===== src/rtl/ff_pkg.sv =====
// rtl/ff_pkg.sv - shared mode and SR policy constants for the flip-flop bank
package ff_pkg;

    typedef enum logic [1:0] {
        MODE_SR = 2'b00,
        MODE_JK = 2'b01,
        MODE_D  = 2'b10,
        MODE_T  = 2'b11
    } ff_mode_e;

    localparam logic [1:0] SR_HOLD  = 2'd0;
    localparam logic [1:0] SR_SET   = 2'd1;
    localparam logic [1:0] SR_RESET = 2'd2;

endpackage


===== src/rtl/ff_cell.sv =====
// rtl/ff_cell.sv - single-bit next-state logic for SR/JK/D/T operation
module ff_cell
    import ff_pkg::*;
(
    input  logic       q,
    input  logic       a,
    input  logic       b,
    input  logic [1:0] mode,
    input  logic [1:0] policy,
    output logic       nxt
);

    always_comb begin
        nxt = q;
        case (mode)
            MODE_SR: begin
                case ({a, b})
                    2'b10:   nxt = 1'b1;
                    2'b01:   nxt = 1'b0;
                    // S=R=1 resolves by policy; any unknown policy code holds
                    2'b11:   nxt = (policy == SR_SET)   ? 1'b1 :
                                   (policy == SR_RESET) ? 1'b0 : q;
                    default: nxt = q;
                endcase
            end
            MODE_JK: begin
                case ({a, b})
                    2'b10:   nxt = 1'b1;
                    2'b01:   nxt = 1'b0;
                    2'b11:   nxt = ~q;
                    default: nxt = q;
                endcase
            end
            MODE_D:  nxt = a;
            MODE_T:  nxt = q ^ a;
            default: nxt = q;
        endcase
    end

endmodule


===== src/rtl/ff_bank_multimode.sv =====
// rtl/ff_bank_multimode.sv - WIDTH-bit multimode flip-flop bank with load and S=R=1 tracking
module ff_bank_multimode
    import ff_pkg::*;
#(
    parameter int               WIDTH       = 8,
    parameter logic [WIDTH-1:0] RESET_VALUE = '0,
    parameter int               SR_POLICY   = 0,
    parameter int               ERR_CNT_W   = 8
) (
    input  logic                 clk,
    input  logic                 rst,
    input  logic                 en,
    input  logic [1:0]           mode,
    input  logic [WIDTH-1:0]     a,
    input  logic [WIDTH-1:0]     b,
    input  logic                 load,
    input  logic [WIDTH-1:0]     load_val,
    input  logic                 clr_err,
    output logic [WIDTH-1:0]     q,
    output logic [WIDTH-1:0]     qb,
    output logic                 illegal,
    output logic [ERR_CNT_W-1:0] illegal_cnt
);

    localparam logic [1:0]           POLICY  = SR_POLICY[1:0];
    localparam logic [ERR_CNT_W-1:0] CNT_ONE = {{(ERR_CNT_W-1){1'b0}}, 1'b1};

    logic [WIDTH-1:0] nxt;
    logic             event_hit;

    for (genvar i = 0; i < WIDTH; i++) begin : g_cell
        ff_cell u_cell (
            .q      (q[i]),
            .a      (a[i]),
            .b      (b[i]),
            .mode   (mode),
            .policy (POLICY),
            .nxt    (nxt[i])
        );
    end

    // One event per cycle no matter how many bits see S=R=1
    assign event_hit = (mode == MODE_SR) && en && !load && (|(a & b));

    always_ff @(posedge clk) begin
        if (!rst) begin
            q           <= RESET_VALUE;
            illegal     <= 1'b0;
            illegal_cnt <= '0;
        end else begin
            if (load) begin
                q <= load_val;
            end else if (en) begin
                q <= nxt;
            end

            // A same-cycle event overrides clr_err and restarts the count at one
            if (event_hit) begin
                illegal <= 1'b1;
                if (clr_err) begin
                    illegal_cnt <= CNT_ONE;
                end else if (illegal_cnt != '1) begin
                    illegal_cnt <= illegal_cnt + CNT_ONE;
                end
            end else if (clr_err) begin
                illegal     <= 1'b0;
                illegal_cnt <= '0;
            end
        end
    end

    assign qb = ~q;

endmodule


===== config.mk =====
export PLATFORM = sky130hd
export DESIGN_NAME = ff_bank_multimode
export DESIGN_NICKNAME = d
export VERILOG_FILES = /design/src/rtl/ff_pkg.sv /design/src/rtl/ff_cell.sv /design/src/rtl/ff_bank_multimode.sv
export SDC_FILE = /design/constraint.sdc
export NUM_CORES = 1
export LEC_CHECK = 0
export CORE_MARGIN = 3
export CORE_UTILIZATION = 40
export CTS_CLUSTER_SIZE = 14
export DETAILED_ROUTE_END_ITERATION = 10
export GPL_TIMING_DRIVEN = 0
export PLACE_DENSITY = 0.84
export SLEW_MARGIN = 0
export SYNTH_ARGS = -nofsm -noshare
export SYNTH_HDL_FRONTEND = slang
export SYNTH_HIERARCHICAL = 1
export SYNTH_SLANG_ARGS = --single-unit

===== constraint.sdc =====
create_clock -name clk -period 2.8 [get_ports clk]
set_input_delay 0.28 -clock clk [delete_from_list [all_inputs] [get_ports clk]]
set_output_delay 0.28 -clock clk [all_outputs]
set_load 0.005 [all_outputs]

==> metrics list <==
* Last element of the critical path: illegal_cnt[6]$_SDFFE_PN0P_
- Crit share post-route: 0.877
- The worst hold path passes through 4 cells.
- Syn Inst Count: between 150 and 200
- Core area: 3470 um2
- The share of synthesized area in the top cell type comes to 0.228.
- Half-perimeter wire length of the detailed placement result: 2840 um
- Of all flip-flops after synthesis, the portion carrying an async set or reset was 0.
- Count of antenna-violating nets left after detailed routing: 0
* Slew at the pin closest to its max-slew limit: roughly 1.1 ns
- Clock-pin slew was measured on the worst setup and hold paths at 0.07 ns.
- Data arrival at the endpoint of the critical path: 2.65 ns
- Final estimated routing congestion in global placement: 0.845
- Total Negative Setup Slacks: 0 ns
- Startpoint class of the critical path: input pin
* Register bit total from synthesis: 17
* Post-synthesis share of cell area spent on and, or, nand and nor gates: 0.334
- Height of the die: 67.1 um
* Aggregate global-route resource usage: 0.180
- Data on the critical path is required at its endpoint by 2.99 ns.
- Tracing the worst setup path back leads to its startpoint at mode[1].
- Combined area of all synthesized cells: between 1000 and 1500 um2
- Row Count: 21
- Once the clock tree was built, the resizer swapped 0 gates to a different size.
- Final std cells w/o fill: 320
- MaxCap Viol Count: 0
- The number of antenna diodes in the final layout is 0.
- Ratio of routed vias to standard cells: 5.14
- Pin placement for this block handled 56 I/O pins.
* Combinational family with the most area after synthesis: simple AND/OR/NAND/NOR gates
* Final Hold Viols: 0
- Buffers inserted by post-CTS timing repair: 0
- Yosys printed 6 warnings.
- Leading cell type in the layout, fill and taps excluded: sky130_fd_sc_hd__clkdlybuf4s50_1
- Clock skew on the completed layout was measured at 0.000426 ns.
* Mux contribution to synthesized area: 0.0604
- Final global-route overflow total: 0
* Leading cell types in the layout, fill and taps excluded: sky130_fd_sc_hd__clkdlybuf4s50_1 (53), sky130_fd_sc_hd__conb_1 (32), sky130_fd_sc_hd__nand2_1 (26), sky130_fd_sc_hd__dfxtp_1 (17)
* Filler Cell Count: 322
- For this design, the sink count on the clock tree is 17.
- The first global-routing pass estimated between 6000 and 7000 um of wire.
- Yosys mapped a number of flops with a built-in enable equal to 0.
- Part of the Yosys area used for sequential elements: 0.228
* Largest net degree at the start of global routing: 26
- The worst-case IR drop observed on VDD is about 140 uV.
- Dividing the detail-routed wire length by the instance count gives 11.9 um.
- Of the total synthesized cell area, the portion taken by XOR and XNOR cells is 0.
* R2r startpoint: illegal_cnt[0]$_SDFFE_PN0P_
* Setup repair after global routing missed its margin: no
- Summing all multi-input logic gate instances after layout gives 1190 um2.
- The post-synthesis compound-gate area fraction came to 0.313.
- For flop-to-flop paths, the worst setup slack is 1.07 ns.
- For this configuration, the core starts out at a cell density of 0.430.
- The number of hold buffers added after CTS was 0.
- Htree depth: 1
* # setup viols final: 0
- Run status: complete, no violations
* Worst min-delay path category: input pin to flip-flop
* Fraction of final layout cells with drive strength greater than 1: 0.0693
- Of all nets on the critical path, the largest fanout is 25.
- Power per cell area: 294 nW/um2
* Adder and majority cell fraction of the synthesized area: 0.00838
* Number of buffers added on ports: 53
- Top flip-flop cell by instance count after synthesis: sky130_fd_sc_hd__dfxtp_1
* Number of global-route vias before repair: 1475
- The number of clock buffers added by TritonCTS is 3.
- From synthesis to final layout, the design area changed by 50.3%.
* Critical Setup Path Class: input pin to flip-flop
- Worst hold slack: 0.395 ns
- Maximum clock frequency: just over 400 MHz
* Post-synthesis cell type with the largest combined area: sky130_fd_sc_hd__dfxtp_1
* Number of max-slew violations in the final report: 0
- In this run the critical register-to-register path is captured at illegal_cnt[3]$_SDFFE_PN0P_.
* Register-to-Register Path Depth: 5
- The initial antenna violation count was 0.
- The startpoint identified for the worst hold timing path is load.
- Sequential Area: 340 um2
- Final critical path time including I/O delays and setup: 2.46 ns
- The final route contains 1646 vias.
- DRC violation count after routing: 0
* Synth unique cells: 38
- Headroom to the max-slew limit came out at 0.239.
* Nature of the critical path endpoint: flip-flop
- TritonCTS built the clock tree.
- Leakage: 0.000850 uW
- Placed cell count: 316
* Top area cells in the synthesized netlist: sky130_fd_sc_hd__dfxtp_1 (23%), sky130_fd_sc_hd__a2111oi_2 (8.0%), sky130_fd_sc_hd__nand2_1 (6.5%)
* Root buffer selected by CTS: sky130_fd_sc_hd__clkbuf_8
* Chip Width: 67.1 um
- # nets final: 307
- The die covers 4500 um2.
- The clock reaches the later pin of the worst-skew pair after about 0.26 ns.
- The first TritonRoute pass finished after 4 iterations.
- Mapped Avg Cell Area: about 8 um2
* Bufs on Longest Clock Path: 2
- Wires add up to 3810 um.
* DRC marker count from the first detailed-route iteration: 56
==> state kept, by name, summed over array words and instances, names as in the netlist <==
register / flops
illegal_cnt: 8
illegal: 1
q: 8
==> cells by family after synthesis <==
kind of cell,Yosys count
flip-flops,17
multiplexers,9
AND/OR/NAND/NOR,87
buffers and inverters,16
AO/OA/AOI/OAI,55
other,1
adder cells (fa/ha/maj),1
==> stage by stage <==
step / area (um2) / setup slack (ns) / utilization / power [uW]
final: 2240 / 0.345 / 0.647 / 659
after global routing: 2240 / 0.217 / 0.647 / 695
after CTS: 2240 / 0.365 / 0.647 / 663
after detailed placement: 2200 / 0.103 / 0.633 / 476
after global placement: 2200 / 0.137 / 0.633 / 473
after floorplan: 1610 / 1.20 / - / 369
==> final cells by class <==
class	instances	share of cell area
multi-input cells	184	0.530
repair buffers	53	0.236
flip-flops and latches	17	0.152
well taps	46	0.0257
plain buffers	7	0.0206
clock buffers	3	0.0184
inverters	9	0.0151
clock inverters	1	0.00223
==> where the power goes <==
group,internal [uW],leakage [uW],switching (uW)
registers,251,0.000139,18.3
clock network,98.9,0.0000255,89.0
logic,119,0.000686,83.7
==> Yosys cell counts (5+ instances only) <==
| master | n |
|---|---|
| sky130_fd_sc_hd__and2_1 | 9 |
| sky130_fd_sc_hd__nand3_1 | 5 |
| sky130_fd_sc_hd__mux2i_1 | 9 |
| sky130_fd_sc_hd__inv_1 | 9 |
| sky130_fd_sc_hd__a211o_1 | 8 |
| sky130_fd_sc_hd__nor2b_1 | 10 |
| sky130_fd_sc_hd__a21oi_1 | 5 |
| sky130_fd_sc_hd__nor2_1 | 9 |
| sky130_fd_sc_hd__o21ai_0 | 11 |
| sky130_fd_sc_hd__dfxtp_1 | 17 |
| sky130_fd_sc_hd__nand2_1 | 26 |
| sky130_fd_sc_hd__a2111oi_2 | 8 |
| sky130_fd_sc_hd__o211ai_1 | 8 |
| sky130_fd_sc_hd__nand4b_1 | 8 |
| sky130_fd_sc_hd__nand2b_1 | 11 |
==> layer usage <==
layer  share of wire  GRT usage  wire (um)  vias up
li1                -          -          -      846
met1            0.45      0.209       1700      757
met2            0.50      0.330       1910       39
met3           0.040     0.0169        152        4
met4           0.013     0.0759         49        0
met5               0          0          0        -
==> critical path, cell delays in order <==
cell                              delay (ns)
sky130_fd_sc_hd__clkdlybuf4s50_1        0.98
sky130_fd_sc_hd__nor4b_4                0.51
sky130_fd_sc_hd__o41ai_2                0.17
sky130_fd_sc_hd__buf_6                  0.17
sky130_fd_sc_hd__or4_1                  0.39
sky130_fd_sc_hd__a21oi_1                0.15
==> worst min path at each step <==
stage,endpoint,slack [ns]
after floorplan,illegal_cnt[0]$_SDFFE_PN0P_,0.47
after global placement,illegal$_SDFFE_PN0P_,0.48
after detailed placement,illegal_cnt[6]$_SDFFE_PN0P_,0.49
after CTS,q[2]$_SDFFE_PN0P_,0.39
after global routing,q[0]$_SDFFE_PN0P_,0.40
final,q[6]$_SDFFE_PN0P_,0.39
Note: power is estimated with default switching activity, not from simulation.
